--- src/rtl/rc_pulse_decoder.sv ---
// rc_pulse_decoder: measures the high time of one RC/servo input channel in
// microseconds. Accepted widths are published with a one-cycle strobe. Widths
// out of range are flagged with a one-cycle error strobe. A level output shows
// when no good pulse has arrived for too long.
// Optional feature: define RC_GLITCH_FILTER_EN to add a 4-sample glitch filter
// after the synchronizer. It rejects pulses and gaps of 3 cycles or fewer.
module rc_pulse_decoder #(
   parameter int CLK_DIV    = 50,
   parameter int MIN_US     = 800,
   parameter int MAX_US     = 2200,
   parameter int TIMEOUT_US = 25000,
   parameter int W          = 12
) (
   input  logic         sys_clk,
   input  logic         sys_rst_n,
   input  logic         rc_in,
   output logic [W-1:0] pulse_us,
   output logic         pulse_valid,
   output logic         pulse_err,
   output logic         signal_lost
);

   localparam int PW = $clog2(CLK_DIV + 1);
   localparam int LW = $clog2(TIMEOUT_US + 1);

   localparam logic [PW-1:0] PRESC_LAST = PW'(CLK_DIV - 1);
   localparam logic [W-1:0]  MIN_W      = W'(MIN_US);
   localparam logic [W-1:0]  MAX_W      = W'(MAX_US);
   localparam logic [W-1:0]  OVF_W      = W'(MAX_US + 1);
   localparam logic [LW-1:0] TIMEOUT_L  = LW'(TIMEOUT_US);

   typedef enum logic [1:0] {
      ARM  = 2'd0,
      IDLE = 2'd1,
      HIGH = 2'd2
   } state_t;

   state_t        state_q, state_d;
   logic          sync1_q, sync1_d;
   logic          sync2_q, sync2_d;
   logic          prev_q, prev_d;
   logic [PW-1:0] presc_q, presc_d;
   logic [W-1:0]  width_q, width_d;
   logic [W-1:0]  pulse_us_q, pulse_us_d;
   logic          valid_q, valid_d;
   logic          err_q, err_d;
   logic [LW-1:0] lost_cnt_q, lost_cnt_d;
   logic          lost_q, lost_d;

`ifdef RC_GLITCH_FILTER_EN
   logic [1:0]    fcnt_q, fcnt_d;
`endif

   logic          sig;
   logic          rise;
   logic          fall;
   logic          tick;
   logic [W-1:0]  width_inc;

   // Input path: 2-FF synchronizer, optional glitch filter, edge detection.
   always_comb begin
      sync1_d = rc_in;
      sync2_d = sync1_q;
      sig     = sync2_q;
`ifdef RC_GLITCH_FILTER_EN
      // prev_q is the filter output. It flips on the 4th consecutive sample
      // that disagrees with it. That adds 3 cycles to both edges.
      sig    = prev_q;
      fcnt_d = '0;
      if (sync2_q != prev_q) begin
         if (fcnt_q == 2'd3) begin
            sig = sync2_q;
         end else begin
            fcnt_d = fcnt_q + 2'd1;
         end
      end
`endif
      prev_d = sig;
      rise   = sig & ~prev_q;
      fall   = ~sig & prev_q;
   end

   // Prescaler, pulse-measurement FSM and loss-of-signal tracking.
   always_comb begin
      presc_d = presc_q + 1'b1;
      if (rise || presc_q == PRESC_LAST) begin
         presc_d = '0;
      end
      tick      = (presc_q == PRESC_LAST);
      width_inc = width_q + {{(W-1){1'b0}}, tick};

      state_d    = state_q;
      width_d    = width_q;
      pulse_us_d = pulse_us_q;
      valid_d    = 1'b0;
      err_d      = 1'b0;

      case (state_q)
         // The synchronizer clears on reset, so a low sample right after
         // release proves nothing. Leave ARM only on a tick, once the
         // pipeline has refilled, with the input seen low. A pulse that
         // was already running at reset is then never measured.
         ARM: begin
            if (tick && !sig && !sync2_q) begin
               state_d = IDLE;
            end
         end
         IDLE: begin
            if (rise) begin
               width_d = '0;
               state_d = HIGH;
            end
         end
         HIGH: begin
            width_d = width_inc;
            if (fall) begin
               // A tick in the fall cycle still counts.
               // That gives floor(high_cycles / CLK_DIV).
               state_d = IDLE;
               if (width_inc < MIN_W || width_inc > MAX_W) begin
                  err_d = 1'b1;
               end else begin
                  valid_d    = 1'b1;
                  pulse_us_d = width_inc;
               end
            end else if (width_inc == OVF_W) begin
               err_d   = 1'b1;
               state_d = ARM;
            end
         end
         default: begin
            state_d = ARM;
         end
      endcase

      lost_cnt_d = lost_cnt_q;
      if (tick && lost_cnt_q != TIMEOUT_L) begin
         lost_cnt_d = lost_cnt_q + 1'b1;
      end
      if (valid_d) begin
         lost_cnt_d = '0;
      end
      // Sticky until the next accepted pulse. It is high out of reset.
      lost_d = valid_d ? 1'b0 : (lost_q | (lost_cnt_d == TIMEOUT_L));
   end

   // State registers with asynchronous active-low reset.
   always_ff @(posedge sys_clk or negedge sys_rst_n) begin
      if (!sys_rst_n) begin
         state_q    <= ARM;
         sync1_q    <= 1'b0;
         sync2_q    <= 1'b0;
         prev_q     <= 1'b0;
         presc_q    <= '0;
         width_q    <= '0;
         pulse_us_q <= '0;
         valid_q    <= 1'b0;
         err_q      <= 1'b0;
         lost_cnt_q <= '0;
         lost_q     <= 1'b1;
`ifdef RC_GLITCH_FILTER_EN
         fcnt_q     <= '0;
`endif
      end else begin
         state_q    <= state_d;
         sync1_q    <= sync1_d;
         sync2_q    <= sync2_d;
         prev_q     <= prev_d;
         presc_q    <= presc_d;
         width_q    <= width_d;
         pulse_us_q <= pulse_us_d;
         valid_q    <= valid_d;
         err_q      <= err_d;
         lost_cnt_q <= lost_cnt_d;
         lost_q     <= lost_d;
`ifdef RC_GLITCH_FILTER_EN
         fcnt_q     <= fcnt_d;
`endif
      end
   end

   assign pulse_us    = pulse_us_q;
   assign pulse_valid = valid_q;
   assign pulse_err   = err_q;
   assign signal_lost = lost_q;

endmodule
--- config.mk ---
export PLATFORM = sky130hd
export DESIGN_NAME = rc_pulse_decoder
export DESIGN_NICKNAME = d
export VERILOG_FILES = /design/src/rtl/rc_pulse_decoder.sv
export SDC_FILE = /design/constraint.sdc
export NUM_CORES = 1
export LEC_CHECK = 0
export CORE_ASPECT_RATIO = 1.2
export CORE_MARGIN = 1
export CORE_UTILIZATION = 46
export CTS_BUF_LIST = sky130_fd_sc_hd__clkbuf_4 sky130_fd_sc_hd__clkbuf_8
export DETAILED_ROUTE_END_ITERATION = 6
export GPL_TIMING_DRIVEN = 0
export HOLD_SLACK_MARGIN = 0.02
export REMOVE_ABC_BUFFERS = 1
export SKIP_CTS_REPAIR_TIMING = 1
export SYNTH_ARGS = -nofsm -noshare
export SYNTH_HDL_FRONTEND = slang
export SYNTH_SLANG_ARGS = --single-unit
--- constraint.sdc ---
create_clock -name sys_clk -period 9.4 [get_ports sys_clk]
set_clock_uncertainty 0.15 [all_clocks]
set_input_delay 2.35 -clock sys_clk [delete_from_list [all_inputs] [get_ports sys_clk]]
set_output_delay 2.35 -clock sys_clk [all_outputs]
set_load 0.02 [all_outputs]
; After elaboration in Yosys (flattened, before gate mapping)
; Index checks and enable logic that the tools add are counted.
[totals]
input_bits = 3
regBits = 53
output_inout_bits = 15
wordCells = 60
[op_classes]
add_sub_neg = 3
n_bitwise = 6
eq_ne = 9
reduce_logical = 11
magnitude_cmp = 2
n_mux = 18
[op_table]
columns = operator, count
row1 = $mux 15, 2
row2 = $pmux 12 s2, 1
row3 = $add 15x1->15 const B, 1
row4 = $eq 15x15->1 const B, 1
row5 = $ne 15x15->1 const B, 1
row6 = $add 12x1->12, 1
row7 = $eq 12x12->1 const B, 1
row8 = $gt 12x12->1 const B, 1
row9 = $lt 12x10->1 const B, 1
row10 = $mux 12, 1
row11 = $mux 1, 8
row12 = $mux 2, 4
row13 = $add 6x1->6 const B, 1
row14 = $eq 6x6->1 const B, 1
row15 = $mux 6, 1
row16 = $pmux 2 s3, 1
row17 = $reduce_and 3->1, 2
row18 = $ne 2x2->1 const B, 2
row19 = $logic_and 1x1->1, 3
row20 = $ne 3x3->1 const B, 1
row21 = $not 1->1, 3
row22 = $and 1x1->1, 2
row23 = $eq 2x1->1 const B, 1
row24 = $eq 2x2->1 const B, 1
row25 = other kinds (6), 7

; Logic depth before layout (Yosys ltp)
[depth]
ltp_word = 11
mapped_depth = 18
mapped_depth_nobuf = 14

; Worst setup path before layout
; Ideal clock, no wire load.
[synth_timing]
path_type = flip-flop to flip-flop
start = register presc_q[2]
end = register pulse_us_q[0] (netlist: pulse_us[0])
required_ns = 9.123
setup_time_ns = 0.127
path_stages_with_launch = 16
synth_period_minus_slack_ns = 3.533
n_path_buf = 3
arrival_time_ns = 3.256
setup_slack_ns = 5.867
cell_sequence = dfrtp_1 nor3b_1 nand2_1 inv_1 ha_1 ha_1 buf_4 and4_4 and4_1 buf_2 mux2_2 and4_1 o31a_1 nor3_2 buf_6 mux2_1
[synth_via]
elab_chain_cells = 6
word_cells_on_any_way = 7
classes_between = 1 x add/sub / 2 x order compare / 1 x eq/ne / 1 x bitwise / 2 x reduce/logical
[synth_rtl]
columns = element, line_no
row1 = "start, declared", 42  ; logic [PW-1:0] presc_q, presc_d;
row2 = "start signal, assigned", 169  ; presc_q <= presc_d;
row3 = $eq 6x6->1 (*), 89  ; tick = (presc_q == PRESC_LAST);
row4 = $add 12x1->12 (*), 90  ; width_inc = width_q + {{(W-1){1'b0}}, tick};
row5 = $lt 12x10->1 or $gt 12x12->1 (tied branches), 120  ; if (width_inc < MIN_W || width_inc > MAX_W) begin
row6 = $logic_or 1x1->1, 120
row7 = $not 1->1 (no line), n/a
row8 = $reduce_and 3->1 (no line), n/a
row9 = "end signal, assigned", 171  ; pulse_us_q <= pulse_us_d;
row10 = "end, declared", 44  ; logic [W-1:0] pulse_us_q, pulse_us_d;
; Every way passes the cells marked *; elsewhere a longest branch is shown, timed or not.
; A chain may end at the register's enable or synchronous reset.

; Final worst setup path
[layout_timing]
start = register presc_q[2]
end = register pulse_us_q[4] (netlist: pulse_us[4])
; The elaborated chain is that of the path after synthesis.

==> reports/qor.log <==
[outcome] outcome completed
[synthesis] count of warnings emitted by yosys 0
[cells_and_area] fill cell instance count of the final layout 568
[grt] combined global-route utilization of all metal layers 19.02%
[synthesis] Unique masters post-synth 57
[worst_setup_path] Worst Setup Start Kind register
[clocking] total clock sinks 53
[synthesis] proportion of synthesized chip area in sequential cells 44.43%
[synthesis] synthesized-area fraction occupied by and/or/nand/nor cells 22.57%
[cells_and_area] area of the multi-input gates 1509 um^2
[floorplan] initial cell density of the core 48.45%
[synthesis] dominant combinational cell family by area after synthesis simple AND/OR/NAND/NOR gates
[cells_and_area] post-layout utilization of the core 54.07%
[hold_path] Hold Path Class register to register
[cells_and_area] layout cell share with drive strength beyond 1 5.590%
[synthesis] complex-gate fraction of the synthesized area 11.64%
[worst_setup_path] cell class contributing the biggest share of worst-path delay simple AND/OR/NAND/NOR gates
[worst_setup_path] Max FO, Critical Path 22
[timing] Final Slew Violations 0
[worst_setup_path] buffer and inverter count on the worst path 2
[synthesis] Post-synth EDFFs 0
[floorplan] area of the die 6823 um^2
[cells_and_area] Final nets 330
[timing] tightest slew margin relative to the limit 45.99%
[grt] via count of the first global-routing pass 2,211
[detailed_routing] DRC violations left 0
[grt] fraction of met1 tracks used by global routing 24.36%
[floorplan] Die Height 90.29 um
[worst_setup_path] data required time of the critical path 9.43 ns
[synthesis] Yosys reg bits 53
[floorplan] core region area 6167 um^2
[power] maximum VDD drop 0.06987 mV
[synthesis] async set-or-reset flop fraction in the synthesized netlist 100.0%
[worst_setup_path] crit-path cells nor3b_1, nand2_1, inv_1, ha_1, ha_1, and4_4, and4_1, mux2_2, and4_1, o31a_1, nor3_4, buf_16, mux2_1
[floorplan] chip width 75.57 um
[detailed_routing] final wirelength 5793 um
[detailed_routing] iteration-0 DRC count of the detailed router 75
[floorplan] top-level I/O count 18
[cells_and_area] Ant. Diodes 0
[timing] slew of the pin with the lowest slew margin 0.8072 ns
[detailed_routing] router iterations before antenna repair 4
[power] static leakage power 1.454 nW
[synthesis] share of the synthesized netlist area taken by xor and xnor gates 8.501%
[timing] Final Critical Period 4.459 ns
[place] total cell area at the placement stage 3201 um^2
[synthesis] synthesized cell area 2988 um^2
[timing] number of endpoints failing setup at the final stage 0
[grt] global route overflow 0
[cells_and_area] footprint of the flip-flops and latches 1328 um^2
[detailed_routing] detailed-route vias per instance 5.483
[clocking] worst-case clock buffer depth 2
[clocking] TritonCTS clock tree yes
[timing] endpoints failing hold 0
[clocking] Root Buffer clkbuf_8
[grt] number of antenna violations at the first check in global routing 0
[synthesis] multiplexer fraction of the synthesized cell area 5.067%
[grt] largest net degree at the start of global routing 40
[synthesis] Mean Syn Cell Area 9.485 um^2
[grt] grt met3 use 3.237%
[synthesis] Synth Instances 315
[place] estimated wirelength of the detail-placed design 4165 um
[synthesis] Synth Flop Type dfrtp_1
[detailed_routing] number of antenna-violating nets in the routed design 0
[cells_and_area] Finished Cell Area 3334 um^2
[floorplan] placement row count 31
[worst_setup_path] Setup CP Type register to register
[grt] global routing's busiest layer met2
[clocking] TritonCTS buffer count 5
[place] final weighted congestion in routability-driven placement 0.8327
[grt] wire length of the first global-routing pass 10,140 um
[synthesis] adder-cell share of the synthesized area 2.513%
[power] Cell Pwr Density 131.3 nW/um^2
[timing] Hold Worst Slack 0.2123 ns
[grt] Global Route met2 Usage 32.07%
[worst_setup_path] critical path's slowest cell nor3_4
[clocking] clock latency of the later-clocked register in the worst-skew pair 0.30 ns
[timing] FMAX 224.3 MHz
[cells_and_area] area grow syn2layout 11.60%
[timing] unrepaired setup endpoints after global routing false
[detailed_routing] Vias 2,215
[power] Pwr Total 0.0004377 W
[worst_setup_path] Arrival @ worst endpoint 4.49 ns
[flow_run] number of max-cap violations 0
[worst_setup_path] largest incremental delay on the critical path 0.52 ns
[detailed_routing] per-cell routed wire length 14.34 um
[worst_setup_path] Worst Setup End Kind register
[timing] post-route setup TNS 0 ns
[place] IO Port Bufs 17
[clocking] clk slew on worst S/H paths 0.10 ns
[clocking] Clock H-tree levels 2
[timing] final critical-path share of the clock period 47.44%
==> logic make-up after synthesis <==
| kind of cell | Yosys count |
|---|---|
| mux | 14 |
| flops | 53 |
| buf+inv | 33 |
| xor+xnor | 29 |
| fa+ha+maj | 6 |
| compound gates | 51 |
| simple gates | 129 |
==> cell usage after synthesis, drive strengths merged (2+ instances only) <==
library cell	number	area (um^2)
o21ai	18	90.09
and2	5	31.28
or3	3	18.77
o22ai	2	12.51
and4	4	37.54
a211oi	2	15.01
nand2	25	93.84
nor2b	6	37.54
buf	10	71.31
nand4	5	37.53
inv	13	48.80
o31a	2	17.52
a31oi	2	12.51
ha	6	75.07
nor2	42	157.7
mux2	9	101.4
clkbuf	10	37.54
and3	5	31.28
a21oi	4	20.02
nor4	3	33.78
nor3	8	50.05
nand3	12	60.06
a41oi	2	17.52
mux2i	5	50.05
nand2b	3	18.77
xnor2	18	157.7
a22o	2	17.52
o31ai	3	22.52
dfrtp	52	1301
nor3b	3	22.52
o211ai	2	15.01
xor2	11	96.34
==> layout make-up <==
class	instances	share of cell area, %
multi-input combinational	229	45.25
sequential	53	39.81
timing repair buffer	19	6.379
tap	82	3.077
clock buffer	5	2.064
clock inverter	3	1.951
inverter	13	1.463
==> metal layers <==
metal  up-vias  wire length, um
met1      1082             2649
met4         0               85
met5         -                0
met2        20             2961
li1       1105                -
met3         8               97
==> per-stage QoR <==
stage,cells,setup slack [ns]
4_1_cts,404,4.902
3_3_place_gp,394,4.016
6_report,404,4.941
2_1_floorplan,295,5.061
3_5_place_dp,396,4.912
5_1_grt,404,4.582
==> power by group <==
part | internal [W] | switching [W]
Combinational | 0.00000742 | 0.0000102
Sequential | 0.000234 | 0.00000659
Clock | 0.000106 | 0.0000733
==> registers in the layout, summed over array words and instances (netlist names) <==
name and count:
pulse_valid 1, width_q 12, lost_cnt_q 15, prev_q 1, sync1_q 1, pulse_err 1, pulse_us 12, state_q 2
signal_lost 1, prev_d 1, presc_q 6
==> layout by cell type (no fill, tap or decap), drive strengths merged, types with 3 or more instances in the layout <==
cell,n
xor2,11
and3,5
clkbuf,5
nor3b,3
clkdlybuf4s50,16
nand3,12
mux2i,5
a21oi,4
o21ai,18
o31ai,3
nand2b,3
nand4,5
xnor2,18
inv,13
nor2b,6
nand2,25
nor2,42
and2,5
buf,3
and4,4
nor4,3
or3,3
ha,6
nor3,8
mux2,9
dfrtp,52
==> final timing paths <==
kind,start,to,slack [ns],depth (start not counted)
min in group asynchronous,sys_rst_n,pulse_us[1]$_DFFE_PN0N_,1.79,1
setup reg to reg,presc_q[2]$_DFF_PN0_,pulse_us[4]$_DFFE_PN0N_,4.94,13
hold reg to reg,sync1_q$_DFF_PN0_,prev_d$_DFF_PN0_,0.21,0
setup / recovery,presc_q[2]$_DFF_PN0_,pulse_us[4]$_DFFE_PN0N_,4.94,13
hold / removal,sync1_q$_DFF_PN0_,prev_d$_DFF_PN0_,0.21,0
max in group asynchronous,sys_rst_n,width_q[3]$_DFFE_PN0P_,6.79,2
(Power assumes the default switching activity.)
